===== src/rtl/mult_div_unit.sv =====
// Iterative MIPS-style HI/LO multiply/divide unit: shift-add multiplier and restoring divider, one bit per cycle.
// Define MDU_DIV_EN to build the divider; without it DIV/DIVU complete at once with a zero result.
module mult_div_unit #(
    parameter int WORD_LENGTH = 32
) (
    input  logic                   clk,
    input  logic                   reset,
    input  logic                   start,
    input  logic [1:0]             op,
    input  logic [WORD_LENGTH-1:0] rs_data,
    input  logic [WORD_LENGTH-1:0] rt_data,
    output logic                   busy,
    output logic                   done,
    output logic                   hilo_we,
    output logic [WORD_LENGTH-1:0] hi_out,
    output logic [WORD_LENGTH-1:0] lo_out,
    output logic [1:0]             state_dbg
);

    localparam int CW = (WORD_LENGTH > 1) ? $clog2(WORD_LENGTH) : 1;
    localparam logic [CW-1:0] LAST = CW'(WORD_LENGTH - 1);

    localparam logic [1:0] S_IDLE   = 2'd0;
    localparam logic [1:0] S_MUL    = 2'd1;
    localparam logic [1:0] S_DIV    = 2'd2;
    localparam logic [1:0] S_FINISH = 2'd3;

    // Handshake: start is only sampled in IDLE; done/hilo_we pulse for the single
    // FINISH cycle and hi_out/lo_out are valid from that cycle until the next FINISH.

    logic [1:0]             state;
    logic [CW-1:0]          cnt;
    logic [WORD_LENGTH-1:0] acc_hi;
    logic [WORD_LENGTH-1:0] acc_lo;
    logic [WORD_LENGTH-1:0] mcand;
    logic                   neg_res;
    logic [WORD_LENGTH-1:0] hi_r;
    logic [WORD_LENGTH-1:0] lo_r;

    // Sign handling: op[0]=0 selects the signed variants; work on magnitudes.
    logic                   rs_neg;
    logic                   rt_neg;
    logic [WORD_LENGTH-1:0] rs_mag;
    logic [WORD_LENGTH-1:0] rt_mag;

    assign rs_neg = ~op[0] & rs_data[WORD_LENGTH-1];
    assign rt_neg = ~op[0] & rt_data[WORD_LENGTH-1];
    assign rs_mag = rs_neg ? -rs_data : rs_data;
    assign rt_mag = rt_neg ? -rt_data : rt_data;

    // Multiply step: acc_lo holds the multiplier and fills with product bits from the top.
    logic [WORD_LENGTH:0]     mul_sum;
    logic [WORD_LENGTH-1:0]   mul_hi_nx;
    logic [WORD_LENGTH-1:0]   mul_lo_nx;
    logic [2*WORD_LENGTH-1:0] mul_prod;
    logic [2*WORD_LENGTH-1:0] mul_res;

    assign mul_sum   = {1'b0, acc_hi} + (acc_lo[0] ? {1'b0, mcand} : '0);
    assign mul_hi_nx = mul_sum[WORD_LENGTH:1];
    assign mul_lo_nx = {mul_sum[0], acc_lo[WORD_LENGTH-1:1]};
    assign mul_prod  = {mul_hi_nx, mul_lo_nx};
    assign mul_res   = neg_res ? -mul_prod : mul_prod;

`ifdef MDU_DIV_EN
    // Divide step: acc_hi is the partial remainder, acc_lo shifts the dividend out
    // and the quotient in, mcand holds the divisor magnitude.
    logic                   neg_rem;
    logic                   div_zero;
    logic [WORD_LENGTH-1:0] rs_lat;
    logic [WORD_LENGTH:0]   div_shift;
    logic [WORD_LENGTH:0]   div_diff;
    logic                   div_ge;
    logic [WORD_LENGTH-1:0] rem_nx;
    logic [WORD_LENGTH-1:0] quo_nx;
    logic [WORD_LENGTH-1:0] rem_res;
    logic [WORD_LENGTH-1:0] quo_res;

    assign div_shift = {acc_hi, acc_lo[WORD_LENGTH-1]};
    assign div_diff  = div_shift - {1'b0, mcand};
    assign div_ge    = ~div_diff[WORD_LENGTH];
    assign rem_nx    = div_ge ? div_diff[WORD_LENGTH-1:0] : div_shift[WORD_LENGTH-1:0];
    assign quo_nx    = {acc_lo[WORD_LENGTH-2:0], div_ge};
    assign rem_res   = neg_rem ? -rem_nx : rem_nx;
    assign quo_res   = neg_res ? -quo_nx : quo_nx;
`endif

    always_ff @(posedge clk) begin
        if (!reset) begin
            state   <= S_IDLE;
            cnt     <= '0;
            acc_hi  <= '0;
            acc_lo  <= '0;
            mcand   <= '0;
            neg_res <= 1'b0;
            hi_r    <= '0;
            lo_r    <= '0;
`ifdef MDU_DIV_EN
            neg_rem  <= 1'b0;
            div_zero <= 1'b0;
            rs_lat   <= '0;
`endif
        end else begin
            case (state)
                S_IDLE: begin
                    if (start) begin
                        cnt     <= '0;
                        acc_hi  <= '0;
                        neg_res <= rs_neg ^ rt_neg;
                        if (!op[1]) begin
                            acc_lo <= rt_mag;
                            mcand  <= rs_mag;
                            state  <= S_MUL;
                        end else begin
`ifdef MDU_DIV_EN
                            acc_lo   <= rs_mag;
                            mcand    <= rt_mag;
                            neg_rem  <= rs_neg;
                            div_zero <= (rt_data == '0);
                            rs_lat   <= rs_data;
                            state    <= S_DIV;
`else
                            hi_r  <= '0;
                            lo_r  <= '0;
                            state <= S_FINISH;
`endif
                        end
                    end
                end
                S_MUL: begin
                    acc_hi <= mul_hi_nx;
                    acc_lo <= mul_lo_nx;
                    cnt    <= cnt + CW'(1);
                    if (cnt == LAST) begin
                        {hi_r, lo_r} <= mul_res;
                        state        <= S_FINISH;
                    end
                end
                S_DIV: begin
`ifdef MDU_DIV_EN
                    acc_hi <= rem_nx;
                    acc_lo <= quo_nx;
                    cnt    <= cnt + CW'(1);
                    if (cnt == LAST) begin
                        // Divide by zero still takes the full iteration count.
                        if (div_zero) begin
                            hi_r <= rs_lat;
                            lo_r <= '1;
                        end else begin
                            hi_r <= rem_res;
                            lo_r <= quo_res;
                        end
                        state <= S_FINISH;
                    end
`else
                    state <= S_IDLE;
`endif
                end
                S_FINISH: state <= S_IDLE;
                default:  state <= S_IDLE;
            endcase
        end
    end

    assign busy      = (state != S_IDLE);
    assign done      = (state == S_FINISH);
    assign hilo_we   = done;
    assign hi_out    = hi_r;
    assign lo_out    = lo_r;
    assign state_dbg = state;

endmodule


===== config.mk =====
export PLATFORM = sky130hd
export DESIGN_NAME = mult_div_unit
export DESIGN_NICKNAME = d
export VERILOG_FILES = /design/src/rtl/mult_div_unit.sv
export SDC_FILE = /design/constraint.sdc
export NUM_CORES = 1
export LEC_CHECK = 0
export ABC_AREA = 1
export BUFFER_PORTS_ARGS = -buffer_cell sky130_fd_sc_hd__buf_4
export CAP_MARGIN = 20
export CORE_MARGIN = 2
export CORE_UTILIZATION = 50
export DETAILED_ROUTE_END_ITERATION = 10
export GPL_ROUTABILITY_DRIVEN = 0
export PLACE_DENSITY = 0.72
export SKIP_LAST_GASP = 1
export SYNTH_ARGS = -nofsm -noshare
export SYNTH_HDL_FRONTEND = slang
export SYNTH_SLANG_ARGS = --single-unit

===== constraint.sdc =====
create_clock -name clk -period 2.9 [get_ports clk]
set_input_delay 0 -clock clk [delete_from_list [all_inputs] [get_ports clk]]
set_output_delay 0 -clock clk [all_outputs]
set_load 0.05 [all_outputs]

# Word level (Yosys, flattened, before mapping)
# Index checks and enable logic that the tools add are counted.
# totals
wordCells	57
input_bits	69
ff_bits	168
out_inout_bits	69
# op_classes
muxes	21
n_bitwise	5
n_reduce_logical	10
n_addsub	5
eq_ne	8
# op_table
op	n
$mux W32	10
$pmux W32 S2	4
$mux W64	1
$neg A32 Y32	2
$neg A64 Y64	1
$add A32 B32 Y33	1
$pmux W5 S2	1
$ne A2 B2 Y1 const B	4
$mux W2	3
$pmux W2 S3	1
$reduce_and A2 Y1	3
$reduce_and A3 Y1	2
$add A5 B1 Y5 const B	1
$eq A5 B5 Y1 const B	1
$mux W5	1
$eq A2 B2 Y1 const B	2
$reduce_and A4 Y1	1
$reduce_bool A2 Y1	2
$and A1 B1 Y1	2
$eq A2 B1 Y1 const B	1
$logic_not A2 Y1	1
$not A1 Y1	2
$reduce_or A2 Y1	1
$xor A1 B1 Y1	1

# Depth between registers and ports, before layout
# logic_depth
ltp_word	6
ltp_mapped	25
depth_no_buf	23

# Worst setup path before layout
# No wires, ideal clock.
# synth_path
path_type	register to register
startpoint	reg acc_lo[0]
endpoint	reg hi_r[20], in the netlist hi_out[20]
path_buffers	2
t_required_ns	2.832
arrival_time_ns	2.737
stages_incl_launch_ff	23
slack_ns	0.095
period_less_slack_ns	2.805
path_cell_list	dfxtp_1 -> clkbuf_1 -> clkbuf_1 -> nand2_1 -> inv_1 -> ha_1 -> fa_1 -> nand3_1 -> nand3_1 -> nand2_1 -> nand2_2 -> nand2_1 -> nand2_1 -> nor2_1 -> nand2_1 -> nor2_1 -> nand2_1 -> nand2_2 -> nand2_2 -> nor2_4 -> xor2_1 -> nand2_1 -> a21oi_2
# synth_between
elab_chain_cells	6
# synth_lines
element	line_no	text
from (decl)	34	logic [WORD_LENGTH-1:0] acc_lo;
from (signal assigned)	110	acc_lo <= rt_mag;
from (signal assigned)	131	acc_lo <= mul_lo_nx;
$mux W32 *	58	assign mul_sum = {1'b0, acc_hi} + (acc_lo[0] ? {1'b0, mcand} : '0);
$add A32 B32 Y33 *	58	
$neg A64 Y64	62	assign mul_res = neg_res ? -mul_prod : mul_prod;
$mux W64 *	62	
$mux W32 *	133	if (cnt == LAST) begin
$pmux W32 S2 *	103	case (state)
to (signal assigned)	134	{hi_r, lo_r} <= mul_res;
to (decl)	37	logic [WORD_LENGTH-1:0] hi_r;
# Every way passes the cells marked *; elsewhere a longest branch is shown, timed or not. The select of a mux whose other input is x is not followed.
# A chain may end at the register's enable or synchronous reset.

# Final worst setup path
# layout_path
startpoint	reg acc_lo[0]
endpoint	reg hi_r[15], in the netlist hi_out[15]
# The elaborated chain is that of the path after synthesis.

==> impl_metrics.toml <==
[global_route]
grt_pass1_vias = 13400
grt_pass1_wl_um = 65600
antenna_found_initial = 0
grt_max_degree = 64
grt_overflow = 0
grtUsageTotal_pct = 30.7

[placed_design]
dp_hpwl_um = 30300
dpl_worst_slack_ps = -119
placed_area_mm2 = 0.0141
io_buffer_count = 137

[logic_synthesis]
synth.top_cell.area_share_pct = 26.8
yosys.area.top_type = "dfxtp_1"
ys_seq_area_share_pct = 26.8
synth_ff_type = "dfxtp_1"
yosysWarnings = 0
synth-edff-count = 0
syn-instance-count = 2110
synth.distinct_cells = 49
synthTopCellsByArea = "dfxtp_1, nand2_1, inv_1, a21oi_1, nand3_1"
ys_ff_latch = 168
syn_area_mm2 = 0.0126
synthArstFlopShare_pct = 0
synth_nets = 2217
synth.avg_cell_area_um2 = 5.96

[clocking]
cts_sinks = 168
clkSlewWorstSetupHoldPaths_ps = 80
clock_latency_ps = 450
cts_tree = "built"
cts_buffer_depth = 2
cts_buffers = 17
cts_root_buf = "clkbuf_16"
cts_max_level = 4

[detailed_routing]
first_iter_violations = 1208
wl_per_cell_um = 15.6
vias = 14500
drc = 0
wirelength_um = 41800
viasPerCell = 5.40
route.antenna.remaining_nets = 0
dr.pass1.iters = 6

[floorplan]
die_h_um = 163
initial_core_util_pct = 50.5
std_cell_rows = 58
die_x_um = 163
core-area_mm2 = 0.0249
die-area_mm2 = 0.0264
io_pins = 138

[finish]
utilization_pct = 65.6
fillCellCount = 2233
register_area_mm2 = 0.00337
final_common_cell = "nand2_1"
drive_above_1_share_pct = 21.1
antenna_cells = 0
layout_common_cells = "nand2_1, inv_1, buf_4"
fin_area_mm2 = 0.0163
nets = 2442
syn2layout_area_growth_pct = 30.0
multi_input_area_mm2 = 0.00849

[setup_path]
crit_required_ps = 3270
r2r_setup_slack_ps = 40
r2r-start = "acc_lo[0]$_SDFFE_PN0P_"
startpoint_type = "register"
crit_fanout = 4
cp.arrival_ps = 3230
cp-end-kind = "register"
path_class = "reg -> reg"
crit_start = "acc_lo[0]$_SDFFE_PN0P_"

[sta]
setup_tns_ps = 0
hold_viol_final = 0
max_freq_ghz = 0.349
drv_slew = 0
tightest_slew_ps = 954
layout_min_cycle_time_ps = 2860
fin_crit_sh_pct = 98.7
grt_setup_unrepaired = "true"
finalWorstSetupSlack_ps = 38.1
skew_ps = 12.3
slew-limit-headroom_pct = 36.1
setup-violations-final = 0

[pwr]
switchingPower_mw = 2.10
swShare_pct = 33.1
power_density_mw_per_mm2 = 387
seqPwrFrac_pct = 38.9
vdd_drop_max_mv = 0.430
leakage_nw = 7.85
p_clk_share_pct = 39.0
p_int_mw = 4.23
pwr-share-comb_pct = 22.1
p_total_mw = 6.33

[status]
status = "finished, final reports clean"

[job]
max_cap_violations = 0

[worst_hold_path]
hold_class = "in -> reg"
min_from = "rs_data[14]"
-- layout make-up --
type	count	share of cell area, %
clock inverters	14	1.10
well taps	330	2.53
inverters	295	6.82
flip-flops and latches	168	20.6
multi-input cells	1573	52.0
repair buffers	280	14.3
clock buffers	18	2.69
-- cell families (layout without fill, tap and decap cells) --
group	Yosys count	after routing	synth area share (%)
AOI/OAI and AO/OA	297	297	13.0
buffers and inverters	369	607	11.2
xor gates and xnor gates	44	44	3.07
and+or+nand+nor	1194	1194	42.1
DFF	168	168	26.8
adders and majority gates	38	38	3.84
-- layer usage --
| metal | track usage [%] | vias up | share of wire [%] |
|---|---|---|---|
| met4 | 14.1 | 0 | 4.3 |
| met5 | 0 | - | 0 |
| li1 | - | 7151 | - |
| met3 | 4.02 | 102 | 6.2 |
| met1 | 38.9 | 6652 | 42 |
| met2 | 52.1 | 563 | 48 |
-- registers in the layout (all words and copies together) (netlist names) --
register,flops
acc_lo,32
mcand,32
lo_out,32
hi_out,32
neg_res,1
acc_hi,32
cnt,5
state_dbg,2
-- final timing paths --
kind | endpoint | depth (start not counted)
min reg2reg | lo_out[11]$_SDFFE_PN0P_ | 2
max reg2reg | hi_out[15]$_SDFFE_PN0P_ | 17
max | hi_out[15]$_SDFFE_PN0P_ | 17
min | mcand[14]$_SDFFE_PN0P_ | 5
-- cell usage after synthesis (2+ instances only) --
library cell / number
a211oi_1: 2
a21boi_0: 5
a21oi_1: 161
a21oi_2: 7
a31oi_1: 30
and2_1: 2
buf_1: 4
buf_2: 11
clkbuf_1: 57
clkinv_1: 7
dfxtp_1: 168
ha_1: 37
inv_1: 269
inv_2: 19
nand2_1: 686
nand2_2: 46
nand2_4: 5
nand3_1: 157
nand3_2: 12
nand3b_1: 15
nand4_1: 22
nand4_2: 2
nor2_1: 171
nor2_2: 20
nor2_4: 9
nor3_1: 21
nor3_2: 7
nor4_1: 6
nor4_2: 2
o211ai_1: 8
o21ai_0: 66
o21bai_1: 2
o221ai_1: 4
o22ai_1: 6
or2_1: 2
or2_2: 7
xnor2_1: 9
xor2_1: 35
-- worst max-delay path, stage by stage (launching register included) --
cell,delay [ps]
dfxtp_2,340
buf_4,140
nand2_2,50
inv_2,40
ha_4,160
fa_2,390
buf_6,150
xor2_4,180
buf_4,140
nor2_2,140
nand3_2,140
nor2_4,150
nand2_2,100
nor2_4,130
nor2_1,60
xor2_1,250
nand2_1,80
a21oi_1,130
-- power groups by stage --
| stage | combinational [mW] | sequential [mW] | clock, mW |
|---|---|---|---|
| finish | 1.40 | 2.46 | 2.47 |
| global route | 1.55 | 2.47 | 2.57 |
| CTS | 1.33 | 2.46 | 2.48 |
| detailed placement | 1.23 | 2.51 | 0 |
| global placement | 1.21 | 2.51 | 0 |
| floorplan | 0.852 | 2.49 | 0 |
-- what timing repair did --
action	in CTS	in global routing
setup buffers	3	12
hold endpoints to repair	63	0
endpoints found under the setup margin	17	29
gates resized for setup	11	144
hold buffers	78	0
pin swaps	8	33
-- through the flow --
stage | std cells | hold slack [ps]
detailed placement | 2553 | 271
finish | 2678 | 17.7
global route | 2678 | 27.6
floorplan | 2110 | 139
CTS | 2666 | 1.51
global placement | 2553 | 265
No activity file was read; power rests on OpenSTA's default activity.
